[src/rtl/cpu_pkg.sv]
// Shared core definitions: datapath width, fetch FSM states, fault filler word
// and the payload held by the fetch output buffer.
package cpu_pkg;

  localparam int unsigned XLEN = 32;

  // Word handed to decode in place of a faulting fetch (addi x0, x0, 0).
  localparam logic [XLEN-1:0] NOP_INST = 32'h0000_0013;

  typedef enum logic [1:0] {
    IDLE = 2'd0,
    REQ  = 2'd1,
    WAIT = 2'd2,
    DROP = 2'd3
  } fetch_state_t;

  typedef struct packed {
    logic [XLEN-1:0] inst;
    logic [XLEN-1:0] pc;
    logic            fault;
  } fetch_entry_t;

endpackage

[src/rtl/inst_fetch_if.sv]
// Instruction-memory valid/ready bus between the fetch stage and imem.
//   master (fetch): drives request valid/addr, receives ready and the response.
//   slave  (imem) : the mirror image.
interface inst_fetch_if;
  import cpu_pkg::*;

  logic            imem_req_valid;
  logic [XLEN-1:0] imem_req_addr;
  logic            imem_req_ready;
  logic            imem_rsp_valid;
  logic [XLEN-1:0] imem_rsp_data;
  logic            imem_rsp_err;

  modport master (
    output imem_req_valid, imem_req_addr,
    input  imem_req_ready, imem_rsp_valid, imem_rsp_data, imem_rsp_err
  );

  modport slave (
    input  imem_req_valid, imem_req_addr,
    output imem_req_ready, imem_rsp_valid, imem_rsp_data, imem_rsp_err
  );

endinterface

[src/rtl/inst_buf.sv]
// One-entry valid/ready holding register for a fetched instruction.
//   load    : capture d and set valid
//   consume : decode took the entry (clears valid unless reloaded)
//   clear   : flush, wins over load and consume
//   valid/q : registered buffer state
module inst_buf
  import cpu_pkg::*;
(
  input  logic         clk,
  input  logic         rst_n,
  input  logic         load,
  input  logic         consume,
  input  logic         clear,
  input  fetch_entry_t d,
  output logic         valid,
  output fetch_entry_t q
);

  always_ff @(posedge clk or negedge rst_n) begin
    if (!rst_n) begin
      valid <= 1'b0;
      q     <= '0;
    end else if (clear) begin
      valid <= 1'b0;
    end else if (load) begin
      valid <= 1'b1;
      q     <= d;
    end else if (consume) begin
      valid <= 1'b0;
    end
  end

endmodule

[src/rtl/inst_fetch.sv]
// Instruction fetch stage: accepts a fetch address, issues a single imem
// request, and parks the returned word in a one-entry buffer for decode.
// Handles redirect flushes (in-flight responses are dropped) and misaligned
// addresses (faulted NOP, no memory access).
//   clk, rst_n            : clock, async active-low reset
//   pc_i/pc_valid/pc_ready: fetch address handshake
//   flush                 : redirect, abandons pending fetch and buffer
//   imem                  : instruction memory bus (master side)
//   inst_*                : buffered instruction towards decode
//   busy                  : a memory transaction is in progress
module inst_fetch
  import cpu_pkg::*;
(
  input  logic            clk,
  input  logic            rst_n,
  input  logic [XLEN-1:0] pc_i,
  input  logic            pc_valid,
  output logic            pc_ready,
  input  logic            flush,
  inst_fetch_if.master    imem,
  output logic            inst_valid,
  input  logic            inst_ready,
  output logic [XLEN-1:0] inst_o,
  output logic [XLEN-1:0] inst_pc_o,
  output logic            inst_fault_o,
  output logic            busy
);

  fetch_state_t    state;
  logic            drop_pend;
  logic            req_valid;
  logic [XLEN-1:0] req_addr;

  logic            pc_accept;
  logic            pc_misaligned;
  logic            rsp_load;
  logic            mis_load;
  fetch_entry_t    buf_d;
  fetch_entry_t    buf_q;

  assign imem.imem_req_valid = req_valid;
  assign imem.imem_req_addr  = req_addr;

  assign pc_ready      = (state == IDLE) & ~flush & (~inst_valid | inst_ready);
  assign pc_accept     = pc_valid & pc_ready;
  assign pc_misaligned = (pc_i[1:0] != 2'b00);
  assign busy          = (state != IDLE);

  // A response in WAIT is only kept if no redirect arrives alongside it.
  assign rsp_load = (state == WAIT) & imem.imem_rsp_valid & ~flush;
  assign mis_load = pc_accept & pc_misaligned;

  // Buffer payload: memory response, otherwise the misaligned-fault filler.
  always_comb begin
    buf_d.inst  = NOP_INST;
    buf_d.pc    = pc_i;
    buf_d.fault = 1'b1;
    if (rsp_load) begin
      buf_d.inst  = imem.imem_rsp_data;
      buf_d.pc    = req_addr;
      buf_d.fault = imem.imem_rsp_err;
    end
  end

  // Fetch FSM with request register and pending-drop flag.
  always_ff @(posedge clk or negedge rst_n) begin
    if (!rst_n) begin
      state     <= IDLE;
      drop_pend <= 1'b0;
      req_valid <= 1'b0;
      req_addr  <= '0;
    end else begin
      case (state)
        IDLE: begin
          if (pc_accept && !pc_misaligned) begin
            req_addr  <= pc_i;
            req_valid <= 1'b1;
            drop_pend <= 1'b0;
            state     <= REQ;
          end
        end
        REQ: begin
          // Request must complete even when flushed; remember to drop its reply.
          if (imem.imem_req_ready) begin
            req_valid <= 1'b0;
            drop_pend <= 1'b0;
            state     <= (flush || drop_pend) ? DROP : WAIT;
          end else if (flush) begin
            drop_pend <= 1'b1;
          end
        end
        WAIT: begin
          if (imem.imem_rsp_valid) begin
            state <= IDLE;
          end else if (flush) begin
            state <= DROP;
          end
        end
        DROP: begin
          if (imem.imem_rsp_valid) begin
            state <= IDLE;
          end
        end
        default: state <= IDLE;
      endcase
    end
  end

  inst_buf u_buf (
    .clk     (clk),
    .rst_n   (rst_n),
    .load    (rsp_load | mis_load),
    .consume (inst_valid & inst_ready),
    .clear   (flush),
    .d       (buf_d),
    .valid   (inst_valid),
    .q       (buf_q)
  );

  assign inst_o       = buf_q.inst;
  assign inst_pc_o    = buf_q.pc;
  assign inst_fault_o = buf_q.fault;

endmodule
[src/flat_wrapper.sv]
// flat-port wrapper written by rule: the top's interface ports become plain ports
module inst_fetch_flat import cpu_pkg::*;
  (clk, rst_n, pc_i, pc_valid, pc_ready, flush, inst_valid, inst_ready, inst_o, inst_pc_o, inst_fault_o, busy, imem_imem_req_valid, imem_imem_req_addr, imem_imem_req_ready, imem_imem_rsp_valid, imem_imem_rsp_data, imem_imem_rsp_err);
  inst_fetch_if imem_i ();
  input  logic clk;
  input  logic rst_n;
  input  logic [XLEN-1:0] pc_i;
  input  logic pc_valid;
  output logic pc_ready;
  input  logic flush;
  output logic inst_valid;
  input  logic inst_ready;
  output logic [XLEN-1:0] inst_o;
  output logic [XLEN-1:0] inst_pc_o;
  output logic inst_fault_o;
  output logic busy;
  output wire logic [$bits(imem_i.imem_req_valid)-1:0] imem_imem_req_valid;
  output wire logic [$bits(imem_i.imem_req_addr)-1:0] imem_imem_req_addr;
  input wire logic [$bits(imem_i.imem_req_ready)-1:0] imem_imem_req_ready;
  input wire logic [$bits(imem_i.imem_rsp_valid)-1:0] imem_imem_rsp_valid;
  input wire logic [$bits(imem_i.imem_rsp_data)-1:0] imem_imem_rsp_data;
  input wire logic [$bits(imem_i.imem_rsp_err)-1:0] imem_imem_rsp_err;
  assign imem_imem_req_valid = imem_i.imem_req_valid;
  assign imem_imem_req_addr = imem_i.imem_req_addr;
  assign imem_i.imem_req_ready = imem_imem_req_ready;
  assign imem_i.imem_rsp_valid = imem_imem_rsp_valid;
  assign imem_i.imem_rsp_data = imem_imem_rsp_data;
  assign imem_i.imem_rsp_err = imem_imem_rsp_err;
  inst_fetch u_core (.clk(clk), .rst_n(rst_n), .pc_i(pc_i), .pc_valid(pc_valid), .pc_ready(pc_ready), .flush(flush), .imem(imem_i), .inst_valid(inst_valid), .inst_ready(inst_ready), .inst_o(inst_o), .inst_pc_o(inst_pc_o), .inst_fault_o(inst_fault_o), .busy(busy));
endmodule
[config.mk]
export PLATFORM = sky130hd
export DESIGN_NAME = inst_fetch_flat
export DESIGN_NICKNAME = d
export VERILOG_FILES = /design/src/rtl/cpu_pkg.sv /design/src/rtl/inst_fetch_if.sv /design/src/rtl/inst_buf.sv /design/src/rtl/inst_fetch.sv /design/src/flat_wrapper.sv
export SDC_FILE = /design/constraint.sdc
export NUM_CORES = 1
export LEC_CHECK = 0
export CAP_MARGIN = 0
export CORE_MARGIN = 3
export CORE_UTILIZATION = 45
export DETAILED_ROUTE_END_ITERATION = 6
export PLACE_DENSITY = 0.89
export SLEW_MARGIN = 30
export SYNTH_ARGS = -nofsm -noshare
export SYNTH_HDL_FRONTEND = slang
export SYNTH_SLANG_ARGS = --single-unit
[constraint.sdc]
create_clock -name clk -period 3.9 [get_ports clk]
set_input_delay 0.585 -clock clk [delete_from_list [all_inputs] [get_ports clk]]
set_output_delay 0.585 -clock clk [all_outputs]
set_load 0.1 [all_outputs]
==> impl_metrics.toml <==
[finish]
layout-drive-gt1-share_pct = 5.82
nets = 651
fill_cells = 705
utilization_pct = 68.3
seq_area_um2 = 2550
multiInputGateArea_um2 = 1670
area_growth_pct = 46.2
antenna_cells = 0

[timing]
drv_slew = 0
fin_tns_setup_ps = 0
setup_viol = 0
skew_ps = 17.5
min_period_ps = 2900
worst_pin_slew_ps = 1010
layout_setup_ws_ps = 1000
whs_ps = 261
final.period_utilization_pct = 74.2
rsz0062_at_grt = "false"
hold_viol_final = 0
slew_headroom_pct = 32.6
timing.fmax_ghz = 0.345

[worst_setup_path]
ff2ff_path_depth = 4
reg2reg_slack_ps = 1690
worst_path_max_delay_cell = "clkdlybuf4s50_1"
path_max_fanout = 8
worstPathCellList = "nor2_1 > inv_2 > clkdlybuf4s50_1"
cpPeakStageDelay_ps = 1140
start_kind = "flip-flop"
endpoint_kind = "output port"
regToRegStartpoint = "u_core.state[0]"
crit_arrival_ps = 2310
crit_type = "reg2out"
cp.required_ps = 3310
rr_endpoint = "u_core.u_buf.q[27]"

[routing]
via_per_inst = 5.49
wl_per_cell_um = 17.6
wl_um = 12600
drt_iter0_drc = 184
drtAntennaViolNets = 0
firstDrtPassIters = 4
drc = 0
vias = 3916

[hold_path]
worstHoldPathType = "in2async"

[logic_synthesis]
synth_area_leaders = "dfrtp_1, nand2_1, mux2_1"
synth_warnings = 0
ys_seq_elements = 102
yosys.area.top_type_share_pct = 58.5
synth_common_cells = "nand2_1, dfrtp_1, nand4_1"
synthMostInstantiatedCell = "nand2_1"
synth-edff-count = 0
yosysUniqueCellTypes = 31
yosysSeqAreaShare_pct = 58.5
synth_area_leader_cell = "dfrtp_1"
synth_ff_type = "dfrtp_1"
syn_area_per_cell_um2 = 10.3
syn-cell-area_um2 = 4360
ys_async_sr_fraction_pct = 100
synth_nets = 497
synthCells = 425

[clock_network]
post_cts_buffers = 0
post_cts_resize_count = 0
clk_pin_slew_worst_paths_ps = 110
cts_hold_buf = 0
cts_buffers = 9
cts_max_level = 3
clkSinkCount = 102
cts_tree = "built"
clk_path_buf_depth = 2
insertion_delay_ps = 360
clockRootBuffer = "clkbuf_8"

[die]
die_x_um = 104
rows = 35
dieArea_um2 = 10900
core_um2 = 9330
die_h_um = 104
io_pins = 173
start_util_pct = 46.7

[placed_design]
dp_hpwl_um = 8480
gp_congestion = 0.795
place_ws_ps = 947
port_buffers = 172

[run]
maxCapViolations = 0

[global_route]
antenna_found_initial = 0
grt_pass1_wl_um = 20400
gr-total-overflow = 0
grt.total_usage_pct = 22.9
grt_pass1_vias = 4020
grt_max_degree = 87

[run_status]
run_status = "finished clean"
cells by family (layout without fill, tap and decap cells):
family	Yosys count	count (layout)	share of synthesized area, %
flip-flops	102	102	58.5
AO/OA/AOI/OAI	72	72	10.5
multiplexers	30	30	7.75
buffers and inverters	39	198	4.02
AND/OR/NAND/NOR	182	182	19.2
flip-flops by register name, summed over array words and instances (netlist names):
register	count
u_core.drop_pend	1
u_core.imem.imem_req_addr	32
u_core.imem.imem_req_valid	1
u_core.state	2
u_core.u_buf.q	65
u_core.u_buf.valid	1
worst max path at each step:
stage / end / cells after the start / slack, ps / start
finish: busy / 3 / 1000 / u_core.state[0]
global route: busy / 3 / 920 / u_core.state[0]
CTS: busy / 3 / 990 / u_core.state[0]
detailed placement: u_core.u_buf.q[27] / 5 / 950 / flush
global placement: u_core.u_buf.q[29] / 5 / 1080 / flush
floorplan: pc_ready / 2 / 240 / u_core.u_buf.valid
metal layers:
metal / up-vias / GRT usage [%] / part of all wire (%)
met2: 197 / 38.0 / 49
met1: 1912 / 28.8 / 41
li1: 1784 / - / -
met4: 0 / 7.60 / 1.9
met5: - / 0 / 0
met3: 23 / 6.46 / 7.6
critical path: cells and delay by family, from the launching register on:
family,cells,cell delay [ps]
buffers and inverters,2,1250
flip-flops,1,590
AND/OR/NAND/NOR,1,130
placed cells by master, fill, tap and decap left out, types with 2 or more instances in the layout:
| master | n |
|---|---|
| dfrtp_1 | 102 |
| clkbuf_8 | 11 |
| nand2_1 | 122 |
| nand4_1 | 32 |
| nor2_1 | 12 |
| o21ai_1 | 30 |
| and2_1 | 2 |
| mux2_1 | 30 |
| a21oi_1 | 4 |
| nor3_1 | 2 |
| clkinv_2 | 2 |
| a31oi_1 | 2 |
| buf_4 | 9 |
| clkdlybuf4s50_1 | 170 |
| o41ai_1 | 2 |
| o211ai_1 | 31 |
metrics by stage:
| stage | std cells | area [um2] |
|---|---|---|
| floorplan | 425 | 4360 |
| global placement | 697 | 6160 |
| detailed placement | 697 | 6170 |
| CTS | 713 | 6370 |
| global route | 713 | 6370 |
| finish | 713 | 6370 |
cell type report:
| cell class | instances | share of cell area (%) |
|---|---|---|
| flip-flops and latches | 102 | 40.0 |
| repair buffers | 180 | 27.9 |
| multi-input cells | 284 | 26.1 |
| well taps | 129 | 2.53 |
| clock buffers | 11 | 2.37 |
| clock inverters | 5 | 0.883 |
| inverters | 2 | 0.118 |
Power is not shown: default switching activity piles up to over one toggle a cycle in this logic, so the estimate is an artifact.
